File: config.mk
export PLATFORM = sky130hd
export DESIGN_NAME = unified_mem_arbiter
export DESIGN_NICKNAME = d
export VERILOG_FILES = /design/src/rtl/mem_arb_pkg.sv /design/src/rtl/mem_arb_select.sv /design/src/rtl/unified_mem_arbiter.sv
export SDC_FILE = /design/constraint.sdc
export NUM_CORES = 1
export LEC_CHECK = 0
export ABC_AREA = 1
export CORE_MARGIN = 1
export CORE_UTILIZATION = 35
export CTS_CLUSTER_DIAMETER = 80
export DETAILED_ROUTE_END_ITERATION = 7
export GPL_ROUTABILITY_DRIVEN = 0
export PLACE_DENSITY = 0.85
export REMOVE_ABC_BUFFERS = 1
export SYNTH_ARGS = -nofsm -noshare
export SYNTH_HDL_FRONTEND = slang
export SYNTH_SLANG_ARGS = --single-unit
File: constraint.sdc
create_clock -name clk -period 1.9 [get_ports clk]
set_input_delay 0.285 -clock clk [delete_from_list [all_inputs] [get_ports clk]]
set_output_delay 0.285 -clock clk [all_outputs]
set_load 0.02 [all_outputs]
File: src/rtl/mem_arb_pkg.sv
// Shared types and default parameters for the unified instruction/data memory arbiter.
package mem_arb_pkg;

    localparam int unsigned DEF_ADDR_W         = 32;
    localparam int unsigned DEF_DATA_W         = 32;
    localparam int unsigned DEF_DATA_BURST_MAX = 4;
    localparam int unsigned DEF_TIMEOUT        = 255;

    typedef enum logic [1:0] {
        IDLE  = 2'd0,
        ISSUE = 2'd1,
        WAIT  = 2'd2
    } arb_state_t;

    typedef enum logic {
        OWN_FETCH = 1'b0,
        OWN_DATA  = 1'b1
    } arb_owner_t;

endpackage

File: src/rtl/mem_arb_select.sv
// Owner selection: data wins unless fetch has waited through DATA_BURST_MAX data grants.
module mem_arb_select
    import mem_arb_pkg::*;
#(
    parameter int unsigned DATA_BURST_MAX = DEF_DATA_BURST_MAX
) (
    input  logic       clk,
    input  logic       reset,
    input  logic       idle,
    input  logic       if_req,
    input  logic       d_req,
    output arb_owner_t owner_c,
    output logic       grant_valid_c
);

    localparam int unsigned SC_W = $clog2(DATA_BURST_MAX + 1);

    logic [SC_W-1:0] starve_cnt;
    logic            starved;

    always_comb begin
        starved       = if_req && (starve_cnt == SC_W'(DATA_BURST_MAX));
        grant_valid_c = idle && (if_req || d_req);
        owner_c       = (d_req && !starved) ? OWN_DATA : OWN_FETCH;
    end

    // Counts data grants that overtook a waiting fetch; saturates at the burst limit.
    always_ff @(posedge clk) begin
        if (reset) begin
            starve_cnt <= '0;
        end else if (idle) begin
            if (!if_req || owner_c == OWN_FETCH) begin
                starve_cnt <= '0;
            end else if (d_req && starve_cnt != SC_W'(DATA_BURST_MAX)) begin
                starve_cnt <= starve_cnt + SC_W'(1);
            end
        end
    end

endmodule

File: src/rtl/unified_mem_arbiter.sv
// Serialises fetch and data-stage accesses onto one single-port memory, with a
// response watchdog that turns a hung access into an error response.
module unified_mem_arbiter
    import mem_arb_pkg::*;
#(
    parameter int unsigned ADDR_W         = DEF_ADDR_W,
    parameter int unsigned DATA_W         = DEF_DATA_W,
    parameter int unsigned DATA_BURST_MAX = DEF_DATA_BURST_MAX,
    parameter int unsigned TIMEOUT        = DEF_TIMEOUT
) (
    input  logic              clk,
    input  logic              reset,
    input  logic              if_req,
    input  logic [ADDR_W-1:0] if_addr,
    output logic              if_gnt,
    output logic              if_rvalid,
    output logic [DATA_W-1:0] if_rdata,
    output logic              if_err,
    input  logic              d_req,
    input  logic              d_we,
    input  logic [ADDR_W-1:0] d_addr,
    input  logic [DATA_W-1:0] d_wdata,
    output logic              d_gnt,
    output logic              d_rvalid,
    output logic [DATA_W-1:0] d_rdata,
    output logic              d_err,
    output logic              mem_req,
    output logic              mem_we,
    output logic [ADDR_W-1:0] mem_addr,
    output logic [DATA_W-1:0] mem_wdata,
    input  logic              mem_ready,
    input  logic              mem_rvalid,
    input  logic [DATA_W-1:0] mem_rdata
);

    localparam int unsigned WCNT_W = $clog2(TIMEOUT + 1);

    arb_state_t        state;
    arb_state_t        state_nx;
    arb_owner_t        owner;
    arb_owner_t        sel_owner;
    logic              grant_valid;
    logic              timeout;
    logic              resp_fire;
    logic [WCNT_W-1:0] wait_cnt;

    mem_arb_select #(
        .DATA_BURST_MAX(DATA_BURST_MAX)
    ) u_select (
        .clk          (clk),
        .reset        (reset),
        .idle         (state == IDLE),
        .if_req       (if_req),
        .d_req        (d_req),
        .owner_c      (sel_owner),
        .grant_valid_c(grant_valid)
    );

    // A real response in the timeout cycle still wins over the error.
    always_comb begin
        timeout   = (state == WAIT) && (wait_cnt == WCNT_W'(TIMEOUT));
        resp_fire = (state == WAIT) && (mem_rvalid || timeout);
    end

    always_ff @(posedge clk) begin
        if (reset) begin
            state <= IDLE;
        end else begin
            state <= state_nx;
        end
    end

    always_comb begin
        state_nx = state;
        case (state)
            IDLE:    if (grant_valid) state_nx = ISSUE;
            ISSUE:   if (mem_ready)   state_nx = WAIT;
            WAIT:    if (resp_fire)   state_nx = IDLE;
            default: state_nx = IDLE;
        endcase
    end

    // Grants and responses are forced low while reset is asserted.
    always_comb begin
        if_gnt    = 1'b0;
        d_gnt     = 1'b0;
        if_rvalid = 1'b0;
        d_rvalid  = 1'b0;
        if_err    = 1'b0;
        d_err     = 1'b0;
        if_rdata  = '0;
        d_rdata   = '0;
        if (!reset) begin
            if (grant_valid) begin
                if (sel_owner == OWN_DATA) d_gnt = 1'b1;
                else                       if_gnt = 1'b1;
            end
            if (resp_fire) begin
                if (owner == OWN_DATA) begin
                    d_rvalid = 1'b1;
                    d_err    = !mem_rvalid;
                    d_rdata  = mem_rvalid ? mem_rdata : '0;
                end else begin
                    if_rvalid = 1'b1;
                    if_err    = !mem_rvalid;
                    if_rdata  = mem_rvalid ? mem_rdata : '0;
                end
            end
        end
    end

    // Memory-side request registers; held stable from grant until the next grant.
    always_ff @(posedge clk) begin
        if (reset) begin
            owner     <= OWN_FETCH;
            mem_req   <= 1'b0;
            mem_we    <= 1'b0;
            mem_addr  <= '0;
            mem_wdata <= '0;
        end else if (grant_valid) begin
            owner   <= sel_owner;
            mem_req <= 1'b1;
            if (sel_owner == OWN_DATA) begin
                mem_we    <= d_we;
                mem_addr  <= d_addr;
                mem_wdata <= d_wdata;
            end else begin
                mem_we    <= 1'b0;
                mem_addr  <= if_addr;
                mem_wdata <= '0;
            end
        end else if (state == ISSUE && mem_ready) begin
            mem_req <= 1'b0;
        end
    end

    // Watchdog: zero on WAIT entry, counts WAIT cycles up to TIMEOUT.
    always_ff @(posedge clk) begin
        if (reset || state != WAIT) begin
            wait_cnt <= '0;
        end else if (!timeout) begin
            wait_cnt <= wait_cnt + WCNT_W'(1);
        end
    end

endmodule

# Word-level counts from Yosys, hierarchy flattened
# Cells that the tools add are included.
# word_totals
ram_bits	0
latch_bits	0
reg_bits	80
n_memories	0
rom_bits	0
elab_cells	76
# classes
mul	0
n_bitwise	1
muxes	37
order_cmp	0
reduce_logical	19
n_div	0
n_eq_ne	9
shifts	0
n_addsub	2
# op_table
cell	n
$mux W32	9
$mux W1	22
$add A8 B1 Y8 const B	1
$eq A8 B8 Y1 const B	1
$ne A2 B2 Y1 const B	4
$logic_and A1 B1 Y1	7
$mux W2	3
$mux W3	2
$pmux W2 S3	1
$logic_or A1 B1 Y1	4
$reduce_bool A2 Y1	2
$add A3 B1 Y3 const B	1
$eq A3 B3 Y1 const B	1
$logic_not A1 Y1	3
$ne A3 B3 Y1 const B	1
$reduce_and A3 Y1	1
$eq A2 B1 Y1 const B	1
$eq A2 B2 Y1 const B	1
$logic_not A2 Y1	1
$reduce_and A2 Y1	1
$not A1 Y1	1

# Longest topological paths before layout
# Gate-level depths: netlist of run 1.
# logic_depth
word_depth	9
mapped_depth	9

# Hierarchy
# From an unflattened synthesis of run 1, not the netlist that was laid out.
# unflattened
cells_unflattened	574
area_unflattened_um2	3734.8
# modules_own_cells
mod	area_each_um2	seq_area_each_um2	cells_each	instances
unified_mem_arbiter	3558.4	1541.5	550	1
mem_arb_select	176.4	60.1	24	1

# Least setup slack after synthesis of run 1
# No wires, ideal clock.
# synth_path
path_kind	register -> output
start	register wait_cnt[0]
end	output port if_err
required_time_ps	1615
slack_ps	-68
stages_incl_launch_ff	6
arrival_time_ps	1683
cell_sequence	dfxtp_1 > ha_1 > inv_1 > nor2_1 > nand3_1 > nor3_1
# synth_via
elab_chain_len	6
# synth_lines
element	line	rtl
start: declaration	unified_mem_arbiter.sv:45	logic [WCNT_W-1:0] wait_cnt;
start signal: assignment	unified_mem_arbiter.sv:142	wait_cnt <= wait_cnt + WCNT_W'(1);
$eq A8 B8 Y1	unified_mem_arbiter.sv:61	timeout = (state == WAIT) && (wait_cnt == WCNT_W'(TIMEOUT));
$logic_and A1 B1 Y1	unified_mem_arbiter.sv:61	
$logic_or A1 B1 Y1	unified_mem_arbiter.sv:62	resp_fire = (state == WAIT) && (mem_rvalid || timeout);
$logic_and A1 B1 Y1	unified_mem_arbiter.sv:62	
$mux W1	unified_mem_arbiter.sv:98	if (resp_fire) begin
$mux W1	unified_mem_arbiter.sv:93	if (!reset) begin
end: declaration	unified_mem_arbiter.sv:18	output logic if_err,
# No other way between the ends.

# Worst setup path in the final report of run 1
# layout_path
start	register state[0]
end	output port if_rdata[16]
# layout_via
elab_chain_len	6
# layout_lines
element	line	rtl
start: declaration	unified_mem_arbiter.sv:38	arb_state_t state;
start signal: assignment	unified_mem_arbiter.sv:69	state <= state_nx;
$eq A2 B2 Y1 (*)	unified_mem_arbiter.sv:61, unified_mem_arbiter.sv:62	
$logic_and A1 B1 Y1	unified_mem_arbiter.sv:61	
$logic_or A1 B1 Y1	unified_mem_arbiter.sv:62	
$logic_and A1 B1 Y1 (*)	unified_mem_arbiter.sv:62	
$mux W32 (*)	unified_mem_arbiter.sv:98	
$mux W32 (*)	unified_mem_arbiter.sv:93	
end: declaration	unified_mem_arbiter.sv:17	output logic [DATA_W-1:0] if_rdata,
# Every way passes the cells marked *; elsewhere a longest branch is shown, timed or not.

==> results of run 1 <==
## cells by family after synthesis
| logic type | count (synthesis) | share of synthesized area [%] |
|---|---|---|
| flip-flops | 80 | 42.5 |
| AO/OA/AOI/OAI | 20 | 2.72 |
| adder cells (fa/ha/maj) | 3 | 0.996 |
| buffers and inverters | 64 | 7.53 |
| XOR/XNOR | 2 | 0.465 |
| AND/OR/NAND/NOR | 404 | 45.8 |
## synth_stat cells
master	count
sky130_fd_sc_hd__a21oi_1	10
sky130_fd_sc_hd__a31oi_1	2
sky130_fd_sc_hd__buf_1	6
sky130_fd_sc_hd__buf_2	11
sky130_fd_sc_hd__buf_4	2
sky130_fd_sc_hd__buf_6	3
sky130_fd_sc_hd__clkbuf_1	14
sky130_fd_sc_hd__dfxtp_1	80
sky130_fd_sc_hd__ha_1	3
sky130_fd_sc_hd__inv_1	25
sky130_fd_sc_hd__inv_2	3
sky130_fd_sc_hd__nand2_1	195
sky130_fd_sc_hd__nand2_2	1
sky130_fd_sc_hd__nand3_1	85
sky130_fd_sc_hd__nand3_2	1
sky130_fd_sc_hd__nand3b_1	2
sky130_fd_sc_hd__nand4_1	14
sky130_fd_sc_hd__nor2_1	88
sky130_fd_sc_hd__nor2_2	13
sky130_fd_sc_hd__nor2_4	2
sky130_fd_sc_hd__nor3_1	2
sky130_fd_sc_hd__o21ai_0	7
sky130_fd_sc_hd__o21ai_1	1
sky130_fd_sc_hd__or2_1	1
sky130_fd_sc_hd__xnor2_1	1
sky130_fd_sc_hd__xor2_1	1
## power by group
group	total [mW]	internal [mW]	leakage [nW]	switching [mW]
clock network	1.23	0.516	0.0966	0.711
registers	1.88	1.81	0.659	0.0716
logic	1.23	0.635	2.42	0.595
total	4.34	2.96	3.18	1.38
## metal layers
metal	track usage [%]	wire length [µm]	vias up
met1	24.9	5170	2116
met4	11.9	557	0
met3	7.11	1130	29
li1	-	-	2397
met2	43.0	6960	207
met5	0	0	-
## path summary, 6_finish.rpt
| kind | endpoint | slack [ns] | startpoint | cells past startpoint |
|---|---|---|---|---|
| hold reg to reg | mem_wdata[20]$_SDFFE_PP0P_ | 0.47 | mem_wdata[20]$_SDFFE_PP0P_ | 2 |
| setup / recovery | if_rdata[16] | 0.01 | state[0]$_SDFFE_PP0P_ | 8 |
| setup reg to reg | mem_addr[26]$_SDFFE_PP0P_ | 0.20 | u_select.starve_cnt[0]$_SDFFE_PP0P_ | 8 |
| hold / removal | mem_wdata[14]$_SDFFE_PP0P_ | 0.46 | d_wdata[14] | 3 |
## through the flow
step / utilization [%] / cell area, µm²
2_1_floorplan: - / 3590
3_5_place_dp: 66.0 / 6850
6_report: 67.5 / 7000
5_1_grt: 67.5 / 7000
4_1_cts: 65.9 / 6830
3_3_place_gp: 66.0 / 6850
## registers in the layout, summed over array words and instances (netlist names)
name,flops
mem_wdata,32
u_select.starve_cnt,3
state,2
owner,1
mem_we,1
wait_cnt,8
mem_addr,32
mem_req,1
## worst reg2reg max path: stages (launching register included)
cell                      delay (ns)
sky130_fd_sc_hd__dfxtp_2        0.36
sky130_fd_sc_hd__inv_2          0.06
sky130_fd_sc_hd__ha_4           0.16
sky130_fd_sc_hd__nand3_2        0.11
sky130_fd_sc_hd__nand3_2        0.11
sky130_fd_sc_hd__nor2_4         0.11
sky130_fd_sc_hd__buf_4          0.46
sky130_fd_sc_hd__nand2_1        0.14
sky130_fd_sc_hd__nand3_1        0.12
## layout make-up
cell class | count | area share (%)
repair buffers | 317 | 41.7
well taps | 136 | 2.43
inverters | 28 | 1.50
flip-flops and latches | 80 | 23.0
clock inverters | 7 | 0.965
clock buffers | 9 | 1.77
multi-input cells | 429 | 28.6
diodes | 3 | 0.107
## what timing repair did
action	in CTS	in global routing
pin swaps	1	6
gates cloned	1	0
endpoints found under the setup margin	70	62
gates resized for setup	308	67
setup buffers	2	2
==> flow_summary.html, run 1 <==
<table>
<tr><th>Metric</th><th>Value</th></tr>
<tr><th colspan="2">Outcome</th></tr>
<tr><td>Result of the run</td><td>finished, final reports clean</td></tr>
<tr><th colspan="2">STA</th></tr>
<tr><td>Number of endpoints failing setup at the final stage</td><td>0</td></tr>
<tr><td>Setup repair after global routing missed its margin</td><td>yes</td></tr>
<tr><td>Max Clock Skew</td><td>0.0116 ns</td></tr>
<tr><td>Max Slew Vio Count</td><td>0</td></tr>
<tr><td>Post-route worst hold slack</td><td>0.455 ns</td></tr>
<tr><td>Time the final worst path needs with I/O delays and setup</td><td>1.89 ns</td></tr>
<tr><td>Worst Max-Slew Pin Slew</td><td>0.542 ns</td></tr>
<tr><td>Portion of the clock cycle consumed by the worst path in the final layout</td><td>between 90% and 100%</td></tr>
<tr><td>TNS Setup</td><td>0 ns</td></tr>
<tr><td>Final hold viol count</td><td>0</td></tr>
<tr><td>Worst Slack Setup Final</td><td>0.0118 ns</td></tr>
<tr><td>Worst relative slew slack</td><td>63.9%</td></tr>
<tr><td>Maximum operating frequency</td><td>between 500 and 600 MHz</td></tr>
<tr><th colspan="2">Global routing</th></tr>
<tr><td>Largest net degree at the start of global routing</td><td>54</td></tr>
<tr><td>Overflow left after global routing</td><td>0</td></tr>
<tr><td>Wire length of the first global-routing pass</td><td>21200 µm</td></tr>
<tr><td>Vias in the first global route</td><td>4436</td></tr>
<tr><td>Initial antenna violation count</td><td>3</td></tr>
<tr><td>Overall Global Routing Usage</td><td>23.8%</td></tr>
<tr><th colspan="2">Worst setup path</th></tr>
<tr><td>Delay of the slowest cell on the worst path</td><td>0.33 ns</td></tr>
<tr><td>Count of buffering cells on the critical path with inverters included</td><td>4</td></tr>
<tr><td>Standard cell with the maximum stage delay on the critical path</td><td>sky130_fd_sc_hd__dfxtp_2</td></tr>
<tr><td>Critical-path cell list</td><td>inv_2 &gt; nand2_4 &gt; nor2_4 &gt; inv_2 &gt; or2_4 &gt; buf_8 &gt; nor2_1 &gt; buf_4</td></tr>
<tr><td>Kind of start point of the critical path</td><td>flop</td></tr>
<tr><td>Crit-path leading delay family</td><td>simple AND/OR/NAND/NOR gates</td></tr>
<tr><td>Crit path max fanout</td><td>14</td></tr>
<tr><td>Data required, critical path</td><td>1.62 ns</td></tr>
<tr><td>Worst EP arrival</td><td>1.60 ns</td></tr>
<tr><td>Most common cell type on the critical path</td><td>sky130_fd_sc_hd__inv_2</td></tr>
<tr><td>Crit Path Category</td><td>flop to output pin</td></tr>
<tr><td>Crit. End Element</td><td>output pin</td></tr>
<tr><th colspan="2">Detailed routing</th></tr>
<tr><td>Router iterations before antenna repair</td><td>4</td></tr>
<tr><td>Total wire length</td><td>13800 µm</td></tr>
<tr><td>Residual DRC</td><td>0</td></tr>
<tr><td>Number of vias per cell after detailed routing</td><td>4.71</td></tr>
<tr><td>Violation count after the first detailed-routing iteration</td><td>254</td></tr>
<tr><td>Per-cell routed wire length</td><td>13.7 µm</td></tr>
<tr><td>Count of nets left with antenna violations after detail routing</td><td>0</td></tr>
<tr><td>Via count</td><td>4749</td></tr>
<tr><th colspan="2">Layout</th></tr>
<tr><td>Most common cell after layout, fill and taps aside</td><td>sky130_fd_sc_hd__clkdlybuf4s50_1</td></tr>
<tr><td>Layout Area Growth over Synthesis</td><td>85.7%</td></tr>
<tr><td>FF+latch area</td><td>between 0.0015 and 0.002 mm²</td></tr>
<tr><td>Layout cell share with drive strength beyond 1</td><td>21.6%</td></tr>
<tr><td>Number of non-filler instances in the completed layout</td><td>1009</td></tr>
<tr><td>Combined area of the multi-input logic cells</td><td>between 0.002 and 0.0025 mm²</td></tr>
<tr><td>Highest-count cells in the layout ignoring fill and taps</td><td>sky130_fd_sc_hd__clkdlybuf4s50_1, sky130_fd_sc_hd__nand2_1, sky130_fd_sc_hd__nand3_1</td></tr>
<tr><td>Post-layout nets</td><td>1003</td></tr>
<tr><td>Fillcell total</td><td>886</td></tr>
<tr><th colspan="2">Floorplan</th></tr>
<tr><td>Die area</td><td>0.0112 mm²</td></tr>
<tr><td>Height of the die</td><td>106 µm</td></tr>
<tr><td>Starting utilization of the core area</td><td>36.4%</td></tr>
<tr><td>Width of the die</td><td>about 110 µm</td></tr>
<tr><td>Core area</td><td>0.0104 mm²</td></tr>
<tr><td>Boundary Pins</td><td>271</td></tr>
<tr><td>Placement row count</td><td>37</td></tr>
<tr><th colspan="2">Clock tree</th></tr>
<tr><td>Clock latency on the worst-skew pair</td><td>0.36 ns</td></tr>
<tr><td>Number of buffers inserted by hold repair at cts</td><td>0</td></tr>
<tr><td>Post-CTS clock slew at the launch and capture registers of the worst setup and hold paths</td><td>0.10 ns</td></tr>
<tr><td>CTS Sinks</td><td>80</td></tr>
<tr><td>H-tree Lvls</td><td>3</td></tr>
<tr><td>TritonCTS clock tree</td><td>done</td></tr>
<tr><td>Clock root buffer</td><td>sky130_fd_sc_hd__clkbuf_8</td></tr>
<tr><td>Total CTS buffers</td><td>9</td></tr>
<tr><td>CTS max path bufs</td><td>2</td></tr>
<tr><th colspan="2">Synthesis</th></tr>
<tr><td>Main area contributors after synthesis</td><td>sky130_fd_sc_hd__dfxtp_1, sky130_fd_sc_hd__nand2_1, sky130_fd_sc_hd__nand3_1, sky130_fd_sc_hd__nor2_1, sky130_fd_sc_hd__inv_1</td></tr>
<tr><td>Post-synthesis sequential area ratio</td><td>between 40% and 50%</td></tr>
<tr><td>Flip-flop and latch count after synthesis</td><td>80</td></tr>
<tr><td>Share of Yosys cell area claimed by the top area cell type</td><td>approximately 42%</td></tr>
<tr><td>Cell area after technology mapping</td><td>0.00377 mm²</td></tr>
<tr><td>Gate count after technology mapping</td><td>around 570</td></tr>
<tr><td>Number of warnings reported in the yosys synthesis log</td><td>0</td></tr>
<tr><td>Cell type with the largest total area after synthesis</td><td>sky130_fd_sc_hd__dfxtp_1</td></tr>
<tr><td>Synthesized area per cell</td><td>6.58 µm²</td></tr>
<tr><td>Number of distinct library cell variants in the gate-level netlist after synthesis</td><td>26</td></tr>
<tr><th colspan="2">Power and ir drop</th></tr>
<tr><td>Power density over cell area</td><td>619 mW/mm²</td></tr>
<tr><td>Worst voltage drop across the vdd grid</td><td>0.496 mV</td></tr>
<tr><td>Leak Pwr</td><td>between 3 and 4 nW</td></tr>
<tr><td>Design Power</td><td>4.34 mW</td></tr>
<tr><th colspan="2">Flow run</th></tr>
<tr><td>Number of violations of the max-capacitance limit</td><td>0</td></tr>
<tr><th colspan="2">Hold path</th></tr>
<tr><td>Type of the tightest min-delay check</td><td>input pin to flop</td></tr>
<tr><th colspan="2">Place</th></tr>
<tr><td>Inst Count DP</td><td>986</td></tr>
<tr><td>Pre-CTS setup slack</td><td>-0.525 ns</td></tr>
<tr><td>Total half-perimeter wirelength after legalization and detailed placement</td><td>10500 µm</td></tr>
<tr><td>Port-buffer cells</td><td>270</td></tr>
</table>
Note: power is estimated with default switching activity, not from simulation.
==> inputs of run 2 (changes only) <==
- GPL_TIMING_DRIVEN: not set -> 0
==> flow_summary.html, run 2 (synthesis results as in run 1) <==
<table>
<tr><th>Metric</th><th>Value</th></tr>
<tr><th colspan="2">Floorplan</th></tr>
<tr><td>Die area</td><td>about 0.011 mm²</td></tr>
<tr><td>Height of the die</td><td>106 µm</td></tr>
<tr><td>Boundary Pins</td><td>around 270</td></tr>
<tr><td>Placement row count</td><td>37</td></tr>
<tr><td>Core area</td><td>0.0104 mm²</td></tr>
<tr><td>Width of the die</td><td>106 µm</td></tr>
<tr><td>Starting utilization of the core area</td><td>36.4%</td></tr>
<tr><th colspan="2">Hold path</th></tr>
<tr><td>Hold Crit Depth</td><td>2</td></tr>
<tr><td>Startpoint of the worst hold path</td><td>reset</td></tr>
<tr><td>Type of the tightest min-delay check</td><td>input pin to flop</td></tr>
<tr><td>Hold Crit Endpoint</td><td>mem_addr[9]$_SDFFE_PP0P_</td></tr>
<tr><th colspan="2">Power and ir drop</th></tr>
<tr><td>Net Sw Power</td><td>approximately 1.4 mW</td></tr>
<tr><td>Leak Pwr</td><td>just over 3 nW</td></tr>
<tr><td>Portion of total power attributed to combinational logic</td><td>between 20 and 30%</td></tr>
<tr><td>Share of total power consumed by net switching</td><td>about a third</td></tr>
<tr><td>Design Power</td><td>between 4 and 5 mW</td></tr>
<tr><td>Fraction of power consumed by the clock network</td><td>27.9%</td></tr>
<tr><td>Reg power frac</td><td>a little over two fifths</td></tr>
<tr><td>Power density over cell area</td><td>605 mW/mm²</td></tr>
<tr><td>Internal power consumption</td><td>2.92 mW</td></tr>
<tr><td>Worst voltage drop across the vdd grid</td><td>0.477 mV</td></tr>
<tr><th colspan="2">Detailed routing</th></tr>
<tr><td>Violation count after the first detailed-routing iteration</td><td>252</td></tr>
<tr><td>Count of nets left with antenna violations after detail routing</td><td>0</td></tr>
<tr><td>Number of vias per cell after detailed routing</td><td>4.91</td></tr>
<tr><td>Residual DRC</td><td>0</td></tr>
<tr><td>Via count</td><td>4886</td></tr>
<tr><td>Router iterations before antenna repair</td><td>4</td></tr>
<tr><td>Total wire length</td><td>15300 µm</td></tr>
<tr><td>Per-cell routed wire length</td><td>roughly 15 µm</td></tr>
<tr><th colspan="2">Layout</th></tr>
<tr><td>End-of-flow core utilization</td><td>approximately 69%</td></tr>
<tr><td>Highest-count cells in the layout ignoring fill and taps</td><td>sky130_fd_sc_hd__clkdlybuf4s50_1, sky130_fd_sc_hd__nand2_1, sky130_fd_sc_hd__nand3_1</td></tr>
<tr><td>Layout cell share with drive strength beyond 1</td><td>22.1%</td></tr>
<tr><td>Post-layout nets</td><td>between 900 and 1k</td></tr>
<tr><td>Final cell area excluding filler cells</td><td>0.00716 mm²</td></tr>
<tr><td>Layout Area Growth over Synthesis</td><td>89.9%</td></tr>
<tr><td>Most common cell after layout, fill and taps aside</td><td>sky130_fd_sc_hd__clkdlybuf4s50_1</td></tr>
<tr><td>Top flop regs</td><td>mem_addr: 32 flops, mem_wdata: 32 flops, wait_cnt: 8 flops</td></tr>
<tr><td>Number of non-filler instances in the completed layout</td><td>995</td></tr>
<tr><th colspan="2">STA</th></tr>
<tr><td>Time the final worst path needs with I/O delays and setup</td><td>1.95 ns</td></tr>
<tr><td>Worst Slack Setup Final</td><td>-0.0496 ns</td></tr>
<tr><td>Setup repair after global routing missed its margin</td><td>yes</td></tr>
<tr><td>Portion of the clock cycle consumed by the worst path in the final layout</td><td>103%</td></tr>
<tr><td>TNS Setup</td><td>-0.483 ns</td></tr>
<tr><td>Final hold viol count</td><td>0</td></tr>
<tr><td>Maximum operating frequency</td><td>513 MHz</td></tr>
<tr><td>Worst relative slew slack</td><td>roughly 29%</td></tr>
<tr><td>Max Clock Skew</td><td>0.0136 ns</td></tr>
<tr><td>Worst Max-Slew Pin Slew</td><td>1.07 ns</td></tr>
<tr><td>Max Slew Vio Count</td><td>0</td></tr>
<tr><td>Number of endpoints failing setup at the final stage</td><td>24</td></tr>
<tr><th colspan="2">Worst setup path</th></tr>
<tr><td>Kind of start point of the critical path</td><td>flop</td></tr>
<tr><td>Delay of the slowest cell on the worst path</td><td>between 0.3 and 0.4 ns</td></tr>
<tr><td>Crit path max fanout</td><td>8</td></tr>
<tr><td>Data required, critical path</td><td>1.62 ns</td></tr>
<tr><td>Reg-to-reg setup timing slack</td><td>0.18 ns</td></tr>
<tr><td>Standard cell with the maximum stage delay on the critical path</td><td>sky130_fd_sc_hd__dfxtp_4</td></tr>
<tr><td>Register-to-Register Path Depth</td><td>9</td></tr>
<tr><td>Count of buffering cells on the critical path with inverters included</td><td>3</td></tr>
<tr><td>Worst EP arrival</td><td>around 1.7 ns</td></tr>
<tr><td>Critical-path cell list</td><td>inv_4 &gt; nand2_4 &gt; nor2_4 &gt; inv_4 &gt; or2_4 &gt; nor2_1 &gt; buf_4</td></tr>
<tr><td>Crit. End Element</td><td>output pin</td></tr>
<tr><td>Crit Path Category</td><td>flop to output pin</td></tr>
<tr><td>Reg-to-Reg End</td><td>mem_addr[10]$_SDFFE_PP0P_</td></tr>
<tr><td>Most common cell type on the critical path</td><td>sky130_fd_sc_hd__inv_4</td></tr>
<tr><td>Startpoint of the worst register-to-register path</td><td>u_select.starve_cnt[1]$_SDFFE_PP0P_</td></tr>
<tr><td>Critical path depth</td><td>7</td></tr>
<tr><td>Crit-path leading delay family</td><td>simple AND/OR/NAND/NOR gates</td></tr>
<tr><th colspan="2">Outcome</th></tr>
<tr><td>Result of the run</td><td>finished with violations</td></tr>
<tr><td>Violated checks</td><td>setup timing</td></tr>
<tr><th colspan="2">Global routing</th></tr>
<tr><td>Overflow left after global routing</td><td>0</td></tr>
<tr><td>Wire length of the first global-routing pass</td><td>23100 µm</td></tr>
<tr><td>Overall Global Routing Usage</td><td>between 20% and 30%</td></tr>
<tr><td>Initial antenna violation count</td><td>1</td></tr>
<tr><td>Largest net degree at the start of global routing</td><td>63</td></tr>
<tr><td>Vias in the first global route</td><td>4745</td></tr>
<tr><th colspan="2">Clock tree</th></tr>
<tr><td>H-tree Lvls</td><td>3</td></tr>
<tr><td>CTS max path bufs</td><td>2</td></tr>
<tr><td>Total CTS buffers</td><td>9</td></tr>
<tr><td>Number of buffers inserted by hold repair at cts</td><td>0</td></tr>
<tr><td>Clock root buffer</td><td>sky130_fd_sc_hd__clkbuf_8</td></tr>
<tr><td>Clock latency on the worst-skew pair</td><td>approximately 0.35 ns</td></tr>
<tr><td>CTS Sinks</td><td>80</td></tr>
<tr><td>Post-CTS clock slew at the launch and capture registers of the worst setup and hold paths</td><td>0.09 ns</td></tr>
<tr><td>TritonCTS clock tree</td><td>done</td></tr>
<tr><th colspan="2">Place</th></tr>
<tr><td>Instance area after placement</td><td>0.00649 mm²</td></tr>
<tr><td>Total half-perimeter wirelength after legalization and detailed placement</td><td>9560 µm</td></tr>
<tr><td>Port-buffer cells</td><td>270</td></tr>
<tr><td>Inst Count DP</td><td>between 900 and 1k</td></tr>
<tr><th colspan="2">Flow run</th></tr>
<tr><td>Number of violations of the max-capacitance limit</td><td>0</td></tr>
</table>
run 2: changes by cell type in the layout (fill, tap and decap cells not counted), moves of 3 or more:
| cell | delta |
|---|---|
| sky130_fd_sc_hd__buf_4 | -20 |
| sky130_fd_sc_hd__buf_2 | -11 |
| sky130_fd_sc_hd__clkdlybuf4s50_1 | -4 |
| sky130_fd_sc_hd__nor2_2 | -11 |
| sky130_fd_sc_hd__nand3_4 | +3 |
| sky130_fd_sc_hd__nor2_1 | -6 |
| sky130_fd_sc_hd__nand3_2 | -3 |
| sky130_fd_sc_hd__nor2_4 | +21 |
| sky130_fd_sc_hd__dfxtp_4 | +3 |
| sky130_fd_sc_hd__buf_6 | +14 |
| sky130_fd_sc_hd__nand2_8 | +3 |
| sky130_fd_sc_hd__or2_4 | +5 |
| sky130_fd_sc_hd__inv_4 | +3 |
run 2: repair_timing:
item	CTS	global route
hold endpoints to repair	0	0
endpoints found under the setup margin	131	111
gates resized for setup	373	88
gates cloned	8	2
setup buffers	17	7
pin swaps	14	12
run 2: how the worst max path moves through the flow:
stage,start,end
after floorplan,d_req,mem_addr[27]$_SDFFE_PP0P_
after CTS,state[0]$_SDFFE_PP0P_,if_rdata[13]
after detailed placement,if_req,if_gnt
after global routing,state[0]$_SDFFE_PP0P_,if_err
final,state[0]$_SDFFE_PP0P_,if_rdata[21]
after global placement,d_req,mem_addr[2]$_SDFFE_PP0P_
run 2: final cells by class:
type | count | area (µm²)
Inverter | 28 | 113
Tap cell | 136 | 170
Clock inverter | 7 | 62.6
Sequential cell | 80 | 1620
Antenna cell | 1 | 2.50
Clock buffer | 9 | 124
Multi-Input combinational cell | 439 | 2280
Timing Repair Buffer | 295 | 2790
Fill cell | 867 | 3210
run 2: through the flow:
| step | hold slack (ns) | setup slack [ns] |
|---|---|---|
| after floorplan | 0.354 | -0.944 |
| after global placement | 0.452 | -3.29 |
| after detailed placement | 0.457 | -1.75 |
| after CTS | 0.403 | -0.0455 |
| after global routing | 0.456 | -0.121 |
| final | 0.426 | -0.0496 |
run 2: per-layer routing:
metal	vias to the layer above	part of all wire, %	track usage [%]
met5	-	0	0
met4	0	3.5	11.7
met3	31	9.3	8.91
met2	221	52	50.1
met1	2242	35	25.3
li1	2392	-	-
run 2: power by group through the flow:
stage | registers (mW) | clock network [mW] | logic [mW]
after floorplan | 2.06 | 0 | 0.308
after global placement | 1.91 | 0 | 1.11
after detailed placement | 1.91 | 0 | 1.13
after CTS | 1.89 | 1.24 | 1.20
after global routing | 1.90 | 1.31 | 1.33
final | 1.89 | 1.21 | 1.23
